<file path="config.mk">
export PLATFORM = sky130hd
export DESIGN_NAME = traffic_light_rx
export DESIGN_NICKNAME = d
export VERILOG_FILES = /design/src/rtl/traffic_light_rx.sv
export SDC_FILE = /design/constraint.sdc
export NUM_CORES = 1
export LEC_CHECK = 0
export ABC_AREA = 1
export BUFFER_PORTS_ARGS = -buffer_cell sky130_fd_sc_hd__buf_2
export CAP_MARGIN = 20
export CORE_MARGIN = 4
export CORE_UTILIZATION = 33
export CTS_BUF_LIST = sky130_fd_sc_hd__clkbuf_8 sky130_fd_sc_hd__clkbuf_16
export CTS_CLUSTER_DIAMETER = 150
export DETAILED_ROUTE_END_ITERATION = 16
export HOLD_SLACK_MARGIN = 0.05
export SETUP_SLACK_MARGIN = 0.2
export SYNTH_ARGS = -nofsm -noshare
export SYNTH_HDL_FRONTEND = slang
export SYNTH_SLANG_ARGS = --single-unit
</file>
<file path="constraint.sdc">
create_clock -name clk -period 2.5 [get_ports clk]
set_input_delay 0.125 -clock clk [delete_from_list [all_inputs] [get_ports clk]]
set_output_delay 0.125 -clock clk [all_outputs]
set_load 0.03 [all_outputs]
</file>
<file path="src/rtl/traffic_light_rx.sv">
// Receiver for the traffic-light FSM link: rebuilds the light phase locally, drives
// per-lane go/warn levels, and meters a waiting-car queue per lane during green.
module traffic_light_rx #(
    parameter int unsigned WARN_SEC = 3,
    parameter int unsigned GAP_SEC  = 2,
    parameter int unsigned MAX_Q    = 15,
    parameter int unsigned Q_W      = 4
) (
    input  logic           clk,
    input  logic           reset,
    input  logic           tick_sec,
    input  logic           tr_light,
    input  logic           tr_state,
    input  logic           tr_valid,
    input  logic           light_valid,
    input  logic [4:0]     green_left_time,
    input  logic [1:0]     car_arrive,
    output logic [1:0]     lane_go,
    output logic [1:0]     lane_warn,
    output logic [1:0]     car_release,
    output logic [Q_W-1:0] q_count0,
    output logic [Q_W-1:0] q_count1,
    output logic           active_lane,
    output logic [1:0]     phase,
    output logic           proto_err,
    output logic           q_ovf
);

    typedef enum logic [1:0] {
        StIdle  = 2'd0,
        StRed   = 2'd1,
        StGreen = 2'd2,
        StWarn  = 2'd3
    } phase_e;

    localparam int unsigned    G_W      = (GAP_SEC < 2) ? 1 : $clog2(GAP_SEC + 1);
    localparam logic [G_W-1:0] GAP_LOAD = G_W'(GAP_SEC);
    localparam logic [Q_W-1:0] Q_MAX    = Q_W'(MAX_Q);
    localparam logic [4:0]     WARN_T   = 5'(WARN_SEC);

    phase_e                  phase_q, phase_d;
    logic                    lane_q, lane_d;
    logic                    err_d, ovf_d;
    logic                    mm_q, mismatch;
    logic [G_W-1:0]          gap_q, gap_d;
    logic [1:0][Q_W-1:0]     q_q, q_d;
    logic [1:0]              rel_d;

    // Phase tracking and protocol checking.
    always_comb begin
        phase_d  = phase_q;
        lane_d   = lane_q;
        err_d    = proto_err;
        mismatch = 1'b0;
        case (phase_q)
            StRed:          mismatch = tr_light;
            StGreen, StWarn: mismatch = ~tr_light;
            default:        mismatch = 1'b0;
        endcase
        // One-cycle disagreement is expected: the valids trail the light level.
        if (mismatch && mm_q) begin
            err_d = 1'b1;
        end
        if (tr_valid && light_valid) begin
            phase_d = StRed;
            lane_d  = tr_state;
        end else if (light_valid) begin
            if (phase_q == StRed) begin
                phase_d = StGreen;
            end else begin
                err_d = 1'b1;
            end
        end else if (tr_valid) begin
            err_d = 1'b1;
        end else if (phase_q == StGreen && green_left_time <= WARN_T) begin
            phase_d = StWarn;
        end
    end

    // Queue accounting and paced release on the active lane.
    always_comb begin
        rel_d = 2'b00;
        if (phase_q == StGreen && gap_q == '0 && q_q[lane_q] != '0) begin
            rel_d[lane_q] = 1'b1;
        end
        q_d   = q_q;
        ovf_d = q_ovf;
        for (int i = 0; i < 2; i++) begin
            if (car_arrive[i] && !rel_d[i]) begin
                if (q_q[i] == Q_MAX) begin
                    ovf_d = 1'b1;
                end else begin
                    q_d[i] = q_q[i] + Q_W'(1);
                end
            end else if (!car_arrive[i] && rel_d[i]) begin
                q_d[i] = q_q[i] - Q_W'(1);
            end
        end
        gap_d = gap_q;
        if (phase_d == StGreen && phase_q != StGreen) begin
            gap_d = '0;
        end else if (rel_d != 2'b00) begin
            gap_d = GAP_LOAD;
        end else if (phase_q == StGreen && tick_sec && gap_q != '0) begin
            gap_d = gap_q - G_W'(1);
        end
    end

    always_ff @(posedge clk or posedge reset) begin
        if (reset) begin
            phase_q     <= StIdle;
            lane_q      <= 1'b0;
            mm_q        <= 1'b0;
            gap_q       <= '0;
            q_q         <= '0;
            proto_err   <= 1'b0;
            q_ovf       <= 1'b0;
            car_release <= 2'b00;
            lane_go     <= 2'b00;
            lane_warn   <= 2'b00;
        end else begin
            phase_q     <= phase_d;
            lane_q      <= lane_d;
            mm_q        <= mismatch;
            gap_q       <= gap_d;
            q_q         <= q_d;
            proto_err   <= err_d;
            q_ovf       <= ovf_d;
            car_release <= rel_d;
            lane_go     <= (phase_d == StGreen) ? (lane_d ? 2'b10 : 2'b01) : 2'b00;
            lane_warn   <= (phase_d == StWarn)  ? (lane_d ? 2'b10 : 2'b01) : 2'b00;
        end
    end

    assign phase       = phase_q;
    assign active_lane = lane_q;
    assign q_count0    = q_q[0];
    assign q_count1    = q_q[1];

endmodule
</file>
=== After elaboration in Yosys (flattened, before gate mapping) ===
Cells that the tools add are included.

* Bits in registers: 22
* Output and inout port bits: 19
* Logic and storage cells: 90

* Add/sub/neg operators: 5
* Magnitude comparators: 3
* Equal/unequal tests: 10
* Multiplexer cells: 33
* Bitwise operators: 1
* Reduce and logical (&&, ||, !) cells: 27

{| class="wikitable"
|+ Operators with widths
! cell !! number
|-
| 4-bit two-way mux || 8
|-
| 2-bit two-way mux || 12
|-
| 1-bit logical AND || 13
|-
| 1-bit two-way mux || 11
|-
| 4-bit by 1-bit adder with 4-bit output, second input constant || 2
|-
| 2-bit == test, second input constant || 4
|-
| 4-bit == test, second input constant || 2
|-
| 2-bit nonzero test || 4
|-
| 4-bit by 1-bit subtractor with 4-bit output, second input constant || 2
|-
| 2-bit != test, second input constant || 3
|-
| 5-bit by 2-bit less-or-equal comparator with 1-bit output, second input constant || 1
|-
| 1-bit zero test || 4
|-
| 2-bit AND reduction || 2
|-
| 4-bit nonzero test || 1
|-
| 3-bit nonzero test || 1
|-
| 2-bit by 1-bit == test with 1-bit output, second input constant || 1
|-
| 2-bit zero test || 1
|-
| 1-bit by 2-bit less-than comparator with 1-bit output, second input constant || 1
|-
| 1-bit case mux with 2 select lines || 1
|-
| 2-bit OR reduction || 1
|-
| 2-bit by 1-bit subtractor with 2-bit output, second input constant || 1
|-
| 1-bit demux with 1-bit select || 1
|-
| 1-bit >= comparator, second input constant || 1
|-
| 1-bit NOT || 1
|}

=== Depth between registers and ports, before layout ===
* Depth in word-level cells: 10
* Gate-level depth with buffers: 14
* Depth with buffers taken out: 14

=== Least setup slack after synthesis ===
OpenSTA, ideal clock, no wires.

* Path type: register -> register
* From: register lane_q, in the netlist active_lane
* To: register q_q, in the netlist q_count1[3]
* Setup time: 118 ps
* Arrival time: 2021 ps
* Required time: 2382 ps
* Setup slack: 361 ps
* Stages on the path, launching flop included: 14
* Path through: dfrtp_1 inv_2 nor2_2 nand3_2 nand4_1 nand2_1 ha_1 a21o_1 a21oi_1 inv_1 nand2_1 nand3_1 nand2_1 nand2_1

* Word-level cells in the longest chain between the ends: 9

{| class="wikitable"
|+ RTL lines
! item !! RTL line !! RTL
|-
| start: declaration || 42 || <nowiki>logic lane_q, lane_d;</nowiki>
|-
| start signal: assignment || 123 || <nowiki>lane_q <= lane_d;</nowiki>
|-
| 1-bit by 2-bit less-than comparator with 1-bit output (implied by the code), or another cell as far along || 84 || <nowiki>rel_d[lane_q] = 1'b1;</nowiki>
|-
| 1-bit logical AND (implied by the code) or 4-bit two-way mux (tied branches) || 84, 83 ||
|-
| 1-bit two-way mux (implied by the code) or 4-bit nonzero test (tied branches) || 84, 83 ||
|-
| 1-bit demux with 1-bit select or 1-bit logical AND (tied branches) || 84, 83 ||
|-
| 2-bit two-way mux (*) || 83 || <nowiki>if (phase_q == StGreen && gap_q == '0 && q_q[lane_q] != '0) begin</nowiki>
|-
| 1-bit zero test || 89 || <nowiki>if (car_arrive[i] && !rel_d[i]) begin</nowiki>
|-
| 1-bit logical AND || 89 ||
|-
| 2-bit != test (no line) or 2-bit nonzero test (tied branches) || - ||
|-
| 2-bit AND reduction (no line) || - ||
|-
| end signal: assignment || 126 || <nowiki>q_q <= q_d;</nowiki>
|-
| end: declaration || 46 || <nowiki>logic [1:0][Q_W-1:0] q_q, q_d;</nowiki>
|}

Every way passes the cells marked *; elsewhere a longest branch is shown, timed or not. The select of a mux whose other input is x is not followed.
A chain may end at the register's enable or synchronous reset.

=== Worst setup path in the final report ===
* From: register gap_q[0]
* To: register q_q, in the netlist q_count0[3]

* Word-level cells in the longest chain between the ends: 8

{| class="wikitable"
|+ RTL lines
! item !! RTL line !! RTL
|-
| start: declaration || 45 || <nowiki>logic [G_W-1:0] gap_q, gap_d;</nowiki>
|-
| start signal: assignment || 125 || <nowiki>gap_q <= gap_d;</nowiki>
|-
| 2-bit zero test (*) || 83 ||
|-
| 1-bit logical AND (*) (2 in a row) || 83 ||
|-
| 2-bit two-way mux (*) || 83 ||
|-
| 1-bit zero test || 89 ||
|-
| 1-bit logical AND || 89 ||
|-
| 2-bit != test (no line) or 2-bit nonzero test (tied branches) || - ||
|-
| 2-bit AND reduction (no line) || - ||
|}

Every way passes the cells marked *; elsewhere a longest branch is shown, timed or not.

==> summary.md <==
| Metric | Value |
|---|---|
| Top Layer Used | met4 |
| Ports | 33 |
| Initial DRC count | 49 |
| DR WL met2 | about 1.0 mm |
| Max-slew violations | 0 |
| Max incr delay on CP | approximately 370 ps |
| Largest family of logic cells by synthesized area | simple AND/OR/NAND/NOR gates |
| CP Max Fanout | 5 |
| Synth Area in Compound Gates | under 10% |
| Worst setup EP type | register |
| Worst EP arrival | 2330 ps |
| Met1 Routed Length | 1.20 mm |
| Worst slew pin tran | ~840 ps |
| Ant. Diodes | 0 |
| Hold Crit Class | in -> async |
| Total gr overflow | 0 |
| Synth cell types | 25 |
| Clock tree buffer depth | 2 |
| DR vias/cell | between 4 and 5 |
| Root Buffer | clkbuf_8 |
| CTS sink cnt | 22 |
| Max H-tree Level | 1 |
| Post-DP Area | 1420 µm² |
| Post-Synth Simple-Gate Area | just under 30% |
| Gp weighted congestion | around 0.82 |
| Ys flop type | dfrtp_1 |
| RSZ-0062 raised after global routing | no |
| Sequential share of the synthesized area | between 40% and 50% |
| Setup CP Type | reg -> reg |
| Final wirelength | between 2 and 2.5 mm |
| Hold_ws | 12.1 ps |
| Mux contribution to synthesized area | 0.832% |
| Yosys top cell by area | dfrtp_1 |
| Final Hold Vio Count | 0 |
| Run status | complete, no violations |
| Clock-pin transition on the worst setup and hold timing paths | about 90 ps |
| EDFF count, synth | 0 |
| Synthesis-stage register bit count | 22 |
| Cells after synthesis | roughly 130 |
| Largest net degree at the start of global routing | 23 |
| Antenna-violating nets left | 0 |
| CP Cell Sequence | inv_1 -> ha_1 -> inv_1 -> nor2_4 -> nand4_1 -> nand2_2 -> ha_1 -> a21o_1 -> a21oi_2 -> inv_1 -> nand2_1 -> nand3_1 -> nand2_1 -> nand2_1 |
| Area of the mapped netlist | between 1000 and 1500 µm² |
| First-pass GRT wire length | around 4.0 mm |
| Total die area | approximately 4700 µm² |
| Rows | 21 |
| Fmax | 460 MHz |
| Worst Path Required | ~2700 ps |
| Crit-path slowest cell | dfrtp_1 |
| Final min period | ~2200 ps |
| DP Wirelength | between 1.5 and 2 mm |
| IO buf count | 30 |
| Worst-Skew Late Latency | around 260 ps |
| Post-Synth Adder-Cell Area | ~8.5% |
| Setup-failing EPs final | 0 |
| Area share of the largest cell type after synthesis | a little under half |
| CTS tree | built |
| Number of global-route vias before repair | between 900 and 1,000 |
| Global Route Usage Sum | a little under an eighth |
| Initial core utilization | about a third |
| Final Cell Area | ~1500 µm² |
| TritonRoute pass-1 iters | 4 |
| Synth Net Count | ~150 |
| NumNets Final | 190 |
| Period utilization | between 80% and 90% |
| Layout area overhead | 28.0% |
| Layout cells sized above 1 | between 30% and 40% |
| Synth warnings | 0 |
| CTS Buf Count | 3 |
| # DRC | 0 |
| Met3 routed WL | between 150 and 200 µm |
| Die Height | slightly below 70 µm |
| Core box area | between 3000 and 4000 µm² |
| DIE WIDTH | approximately 68 µm |
| CP Launch Type | register |
| Setup TNS | 0 ps |
| Drt wl/cell | 11.3 µm |
| Routed via count | around 1,000 |
| Max VDD drop | 0.451 mV |
| Synth Area in XOR/XNOR | between 2 and 3% |
| Dominant cells by area after synthesis | dfrtp_1, nand2_1, ha_1 |
| Worst rel slew slack | between 40% and 50% |
| Final setup margin | between 300 and 400 ps |
| Top-count cell post-synth | dfrtp_1 |
| Synth top cells by count | dfrtp_1, nand2_1, inv_1, nand3_1, nand4_1 |
| Maximum Capacitance Violations | 0 |
| Pwr/cell area | between 1000 and 1500 nW/µm² |
| Share of synthesized registers carrying an async set or reset | 100% |
| Mean post-synth cell area | roughly 9.4 µm² |
| Setup WS pre-CTS | roughly 240 ps |
| Leakage | around 0.80 nW |
| Initial antenna violation count | 0 |
| Setup Skew | between 8 and 9 ps |
==> repair_timing <==
| item | 4_1_cts | 5_1_grt |
|---|---|---|
| setup endpoints to repair | 0 | 2 |
| buffers inserted | 0 | 4 |
| gates resized for setup | 0 | 3 |
| endpoints found under the hold margin | 1 | 0 |
| hold buffers | 1 | 0 |
==> worst paths after layout <==
check                         start     endpoint  slack, ps  cells past startpoint
max reg2reg                gap_q[0]  q_count0[3]        320                     14
min                           reset   lane_go[0]         10                      2
max in group asynchronous     reset  q_count0[1]       1960                      2
min reg2reg                    mm_q    proto_err        490                      1
min in group clk           tick_sec     gap_q[0]        180                      3
max                        gap_q[0]  q_count0[3]        320                     14
==> area by class of cell <==
type	instances	area, µm²
clock buffer	3	41.3
clock inverter	1	30.0
fill	340	1880
inverter	18	67.6
multi-input combinational	88	596
sequential	22	551
tap	46	57.6
timing repair buffer	36	198
==> power by group <==
group	switching (mW)	total (mW)	internal, mW
clock network	0.119	0.332	0.214
registers	0.127	0.592	0.464
logic	0.512	0.811	0.299
==> metrics by stage <==
stage	std cells	power, mW	util, %
floorplan	128	1.18	-
global placement	205	1.37	41.5
detailed placement	205	1.39	41.5
CTS	210	1.73	43.9
global route	214	1.88	45.1
finish	214	1.73	45.1
==> cell families (layout without fill, tap and decap cells) <==
kind of cell | after synthesis | in the layout
DFF | 22 | 22
AOI/OAI and AO/OA | 14 | 14
muxes | 1 | 1
adders and majority gates | 7 | 7
xor gates and xnor gates | 4 | 4
buffers and inverters | 18 | 58
and+or+nand+nor | 62 | 62
==> sequential cells by signal, summed over array words and instances, names as in the netlist <==
name         flops
q_count0         4
q_count1         4
car_release      2
gap_q            2
lane_go          2
lane_warn        2
phase            2
active_lane      1
mm_q             1
proto_err        1
q_ovf            1
==> routing by layer <==
metal / global-route usage [%] / vias up
met5: 0 / -
met4: 2.98 / 0
met3: 3.45 / 2
met2: 18.2 / 29
met1: 14.5 / 460
li1: - / 507
==> worst max-delay path: cells and delay by family, from the launching register on <==
kind,cells,cell delay [ps]
fa+ha+maj,2,380
flops,1,370
simple gates,7,790
compound gates,2,330
buf+inv,3,210
==> cell usage in the layout (no fill, tap or decap), types with 4 or more instances in the layout <==
cell type  synthesis  final
ha_1               5      5
dfrtp_1           22     22
buf_4              0      5
nand3_1            9      9
nand2_1           19     18
nand3_2            4      4
nand2_2            3      4
nor2_1             8      8
nand4_1            9      9
inv_1             16     16
buf_2              0     30
nor2_2             5      5
Note: power is estimated with default switching activity, not from simulation.
